$ cat src/rtl/fifo_rd_status.sv
// ---------------------------------------------------------------------------
// fifo_rd_status
// Read-side status stage of an asynchronous FIFO. It brings the write-domain
// gray pointer into the read clock through a flop chain, converts both
// pointers to binary and derives the empty flag, the read grant, the fill
// level with almost-empty, and a sticky underflow error.
//
// Optional feature macro: FIFO_RD_LEVEL_EN
//   defined     -> level_out / almost_empty_out are built and registered
//   not defined -> level_out and almost_empty_out are tied to zero and the
//                  level subtractor / threshold compare are not built
//
// Ports
//   clk               read-domain clock
//   rst_n_in          asynchronous active-low reset
//   wr_gray_in        write pointer (gray), asynchronous to clk
//   rd_gray_in        read pointer (gray) from the read-side gray counter
//   rd_en_in          read request from the consumer
//   rd_allow_out      read grant, rd_en_in & ~empty_out (combinational)
//   empty_out         registered empty flag
//   almost_empty_out  registered, level at or below AE_THRESH
//   level_out         registered entry count, 0..2^ADDR_WIDTH
//   underflow_out     sticky, read requested while empty
// ---------------------------------------------------------------------------
module fifo_rd_status #(
    parameter int ADDR_WIDTH  = 4,
    parameter int SYNC_STAGES = 2,
    parameter int AE_THRESH   = 2
) (
    input  logic                  clk,
    input  logic                  rst_n_in,
    input  logic [ADDR_WIDTH:0]   wr_gray_in,
    input  logic [ADDR_WIDTH:0]   rd_gray_in,
    input  logic                  rd_en_in,
    output logic                  rd_allow_out,
    output logic                  empty_out,
    output logic                  almost_empty_out,
    output logic [ADDR_WIDTH:0]   level_out,
    output logic                  underflow_out
);

    localparam int PW = ADDR_WIDTH + 1;

    // Gray to binary: each binary bit is the xor of all gray bits at or above it.
    function automatic logic [ADDR_WIDTH:0] gray2bin(input logic [ADDR_WIDTH:0] g);
        logic [ADDR_WIDTH:0] b;
        b[ADDR_WIDTH] = g[ADDR_WIDTH];
        for (int i = ADDR_WIDTH - 1; i >= 0; i--) begin
            b[i] = b[i + 1] ^ g[i];
        end
        return b;
    endfunction

    logic [ADDR_WIDTH:0] r_sync [SYNC_STAGES];
    logic                r_empty;
    logic                r_underflow;

    logic [ADDR_WIDTH:0] w_wr_bin;
    logic [ADDR_WIDTH:0] w_rd_bin;
    logic [ADDR_WIDTH:0] w_rd_bin_nxt;
    logic                w_rd_allow;

    // Write-pointer synchroniser: plain flop chain, only the last stage is used.
    always_ff @(posedge clk or negedge rst_n_in) begin
        if (!rst_n_in) begin
            for (int i = 0; i < SYNC_STAGES; i++) begin
                r_sync[i] <= {PW{1'b0}};
            end
        end else begin
            r_sync[0] <= wr_gray_in;
            for (int i = 1; i < SYNC_STAGES; i++) begin
                r_sync[i] <= r_sync[i - 1];
            end
        end
    end

    // Pointer conversion and look-ahead read pointer. The read counter's
    // register moves on the same edge as r_empty, so the flag is computed
    // against the pointer value the counter is about to take.
    always_comb begin
        w_wr_bin     = gray2bin(r_sync[SYNC_STAGES - 1]);
        w_rd_bin     = gray2bin(rd_gray_in);
        w_rd_allow   = rd_en_in & ~r_empty;
        w_rd_bin_nxt = w_rd_bin + {{ADDR_WIDTH{1'b0}}, w_rd_allow};
    end

    // Empty flag and sticky underflow. Reset forces empty so no grant leaks
    // out while the counters are being cleared.
    always_ff @(posedge clk or negedge rst_n_in) begin
        if (!rst_n_in) begin
            r_empty     <= 1'b1;
            r_underflow <= 1'b0;
        end else begin
            r_empty     <= (w_rd_bin_nxt == w_wr_bin);
            r_underflow <= r_underflow | (rd_en_in & r_empty);
        end
    end

    assign rd_allow_out  = w_rd_allow;
    assign empty_out     = r_empty;
    assign underflow_out = r_underflow;

`ifdef FIFO_RD_LEVEL_EN
    localparam logic [ADDR_WIDTH:0] LP_AE_THRESH = PW'(AE_THRESH);

    logic [ADDR_WIDTH:0] r_level;
    logic                r_almost_empty;
    logic [ADDR_WIDTH:0] w_level_nxt;

    // Modulo subtraction handles pointer wrap through all-ones with no special case.
    always_comb begin
        w_level_nxt = w_wr_bin - w_rd_bin_nxt;
    end

    // Level and almost-empty registers, same latency as the empty flag.
    always_ff @(posedge clk or negedge rst_n_in) begin
        if (!rst_n_in) begin
            r_level        <= {PW{1'b0}};
            r_almost_empty <= 1'b1;
        end else begin
            r_level        <= w_level_nxt;
            r_almost_empty <= (w_level_nxt <= LP_AE_THRESH);
        end
    end

    assign level_out        = r_level;
    assign almost_empty_out = r_almost_empty;
`else
    assign level_out        = {PW{1'b0}};
    assign almost_empty_out = 1'b0;
`endif

endmodule
$ cat config.mk
export PLATFORM = sky130hd
export DESIGN_NAME = fifo_rd_status
export DESIGN_NICKNAME = d
export VERILOG_FILES = /design/src/rtl/fifo_rd_status.sv
export SDC_FILE = /design/constraint.sdc
export NUM_CORES = 1
export LEC_CHECK = 0
export CAP_MARGIN = 20
export CORE_UTILIZATION = 44
export DETAILED_ROUTE_END_ITERATION = 7
export PLACE_DENSITY = 0.87
export SLEW_MARGIN = 20
export SYNTH_ARGS = -nofsm -noshare
export SYNTH_HDL_FRONTEND = slang
export SYNTH_SLANG_ARGS = --single-unit
$ cat constraint.sdc
create_clock -name clk -period 3.6 [get_ports clk]
set_input_delay 0.36 -clock clk [delete_from_list [all_inputs] [get_ports clk]]
set_output_delay 0.36 -clock clk [all_outputs]
set_load 0.02 [all_outputs]
==> impl_results.md <==
- Final Hold Slack: 349 ps
- Clock Pin Slew Worst Setup and Hold Paths: about 70 ps
- Clock skew: ~1.6 ps
- Hold Vio Cnt, Final: 0
- Count of input and output buffers: 15
- CP Capture Type: flop
- Largest family of logic cells by synthesized area: XOR/XNOR gates
- Ys Warns: 0
- Outcome: completed
- I/O pin count: 22
- PwrDens: around 480 nW/um^2
- Placed inst area: around 730 um^2
- Largest stage delay, worst path: 510 ps
- Highest ir drop seen on vdd: between 0.0002 and 0.0003 V
- R2R Path Start: empty_out$_DFF_PN1_
- Buf+Inv Stages, Crit Path: 2
- Post-route setup TNS: 0 ps
- Max Fclk: 0.342 GHz
- Fin crit period: just under 3000 ps
- Vias per cell: approximately 4.4
- Hold_sp: r_sync[5]$_DFF_PN0_
- Post-synthesis compound-gate area fraction: ~3.8%
- Register-to-register setup slack: approximately 1700 ps
- Clk_lat worst skew: 260 ps
- Largest net degree at the start of global routing: 13
- Resized Gates After CTS: 0
- Hold buffers post-CTS: 0
- Part of the cycle the worst path needs: between 80% and 90%
- CORE AREA: around 1200 um^2
- Post-synthesis adder-cell area fraction: 8.49%
- Vias in the first global route: around 320
- Root Driver: clkbuf_4
- First-pass GRT wire length: around 1300 um
- End of the worst hold path: r_sync[0]$_DFF_PN0_
- Fin util: roughly two thirds
- Worst Hold Class: flop to flop
- DR pass1 iterations: 1
- Drt drc: 0
- Final setup violating endpoints: 0
- CTS tree: done
- Post-Syn Area: between 500 and 600 um^2
- Distinct cell type count after synthesis: 16
- Xor/xnor share of the synthesized area: 21.4%
- Seq/Total Area, Yosys: about half
- HPWL after DPL: about 600 um
- Worst setup path category: primary input to flop
- Reg2Reg Depth: 5
- # diodes: 0
- Seq cells post-synth: 12
- Multiplexer area fraction after synthesis: 0%
- Data arrival time of the worst path: roughly 3100 ps
- Layout area overhead: 30.1%
- Post-DRT Antenna Nets: 0
- Post-Synth Simple-Gate Area: around 4.2%
- H-Tree Depth: 1
- Pwr Total: approximately 370 uW
- Worst setup SP type: primary input
- Layout cells sized above 1: 10.9%
- Max-Cap Viols: 0
- Rows: 12
- Nets: 82
- Unrepaired setup endpoints after global routing: no
- Filler instances: just over 90
- Die Wd: 38.6 um
- CTS max path bufs: 2
- Starting DRC count in detailed routing: 0
- Gate Count Post-Synth: 46
- Gr busiest metal: met2
- Clk sinks: 12
- Met2 Usage GRT: between 20% and 30%
- Drt wl/cell: between 9 and 10 um
- Req. time, crit path: between 3000 and 4000 ps
- Initial core utilization: approximately half
- Mean Syn Cell Area: about 13 um^2
- Post-CTS Setup Inserts: 0
- Critical Path Fanout Max: 2
- DR vias: roughly 340
- Grt met1 use: between 10% and 20%
- Crit path max-delay cell type: clkdlybuf4s50_1
- GR Util All Layers: a little over an eighth
- Cell area after layout: ~770 um^2
- Met3 usage: under 10%
- Die area: roughly 1500 um^2
- Die Ht: approximately 39 um
- Lkg Pwr: around 0.36 nW
- Slew Viols, Final: 0
- Number of buffers created by CTS: 3
- CP dominant cell by count: ha_1
- Drt total wl: slightly above 700 um
- Initial antenna violation count: 0
- Top delay family on crit path: adder cells
- CP cell instances: clkdlybuf4s50_1, xor2_1, ha_1, inv_1, ha_1, xnor2_1, ha_1, ha_1, or3_1, a2111oi_2
- Gpl congestion: about 0.66
- Overflow left after global routing: 0
- Hold path depth: 0
- Worst R2R End: empty_out$_DFF_PN1_
-- kinds of logic after synthesis --
logic type | count (synthesis)
and+or+nand+nor | 5
xor gates and xnor gates | 12
adders and majority gates | 4
AOI/OAI and AO/OA | 2
other | 1
DFF | 12
buffers and inverters | 10
-- worst max path at each step --
| stage | start | end | slack, ps | depth (start not counted) |
|---|---|---|---|---|
| final | rd_gray_in[4] | empty_out$_DFF_PN1_ | 680 | 10 |
| after global routing | rd_gray_in[4] | empty_out$_DFF_PN1_ | 570 | 10 |
| after CTS | rd_gray_in[4] | empty_out$_DFF_PN1_ | 660 | 10 |
| after detailed placement | rd_gray_in[4] | empty_out$_DFF_PN1_ | 370 | 10 |
| after global placement | rd_gray_in[4] | empty_out$_DFF_PN1_ | 390 | 10 |
| after floorplan | rd_gray_in[4] | empty_out$_DFF_PN1_ | 1030 | 9 |
-- registers in the layout, indices dropped and copies added (netlist names) --
register       count
empty_out          1
r_sync            10
underflow_out      1
-- cell usage in the layout (no fill, tap or decap) --
cell type        count
dfstp_2              1
dfrtp_1             11
xnor2_2              1
inv_1                4
clkbuf_8             1
xnor3_1              1
or3_1                1
nor2b_1              1
nand2_1              2
a2111oi_2            1
conb_1               6
clkbuf_4             3
xor2_1               4
a21o_1               1
nand3_1              1
clkdlybuf4s50_1     15
ha_1                 4
xnor2_1              6
-- report_power, final --
group,switching [mW],leakage (nW),internal [mW],total [mW]
clock,0.0394,0.0210,0.0614,0.101
sequential,0.00642,0.138,0.148,0.155
combinational,0.0532,0.200,0.0581,0.111
-- routing by layer --
metal / share of wire [%] / up-vias
li1: - / 168
met1: 40 / 157
met2: 51 / 14
met3: 6.2 / 2
met4: 1.9 / 0
met5: 0 / -
-- stage by stage --
| stage | std cells | setup slack (ps) |
|---|---|---|
| final | 78 | 678 |
| after global placement | 74 | 394 |
| after floorplan | 51 | 1030 |
| after global routing | 78 | 568 |
| after detailed placement | 74 | 368 |
| after CTS | 78 | 656 |
-- Yosys cell counts --
cell       count  area [um^2]
xnor2_2        1         16.3
or3_1          1         6.26
nor2b_1        1         6.26
a2111oi_2      1         15.0
inv_1          4         15.0
a21o_1         1         7.51
dfstp_2        1         26.3
dfrtp_1       11          275
xnor2_1        6         52.6
nand2_1        2         7.51
xor2_1         4         35.0
xnor3_1        1         22.5
buf_4          6         45.0
nand3_1        1         5.00
ha_1           4         50.1
conb_1         1         3.75
-- layout make-up --
class / count / area (um^2) / share of cell area [%]
multi-input combinational: 29 / 246 / 32.1
timing repair buffer: 15 / 150 / 19.6
tap: 14 / 17.5 / 2.28
inverter: 4 / 15.0 / 1.96
clock buffer: 4 / 36.3 / 4.73
sequential: 12 / 302 / 39.3
(Power assumes the default switching activity.)
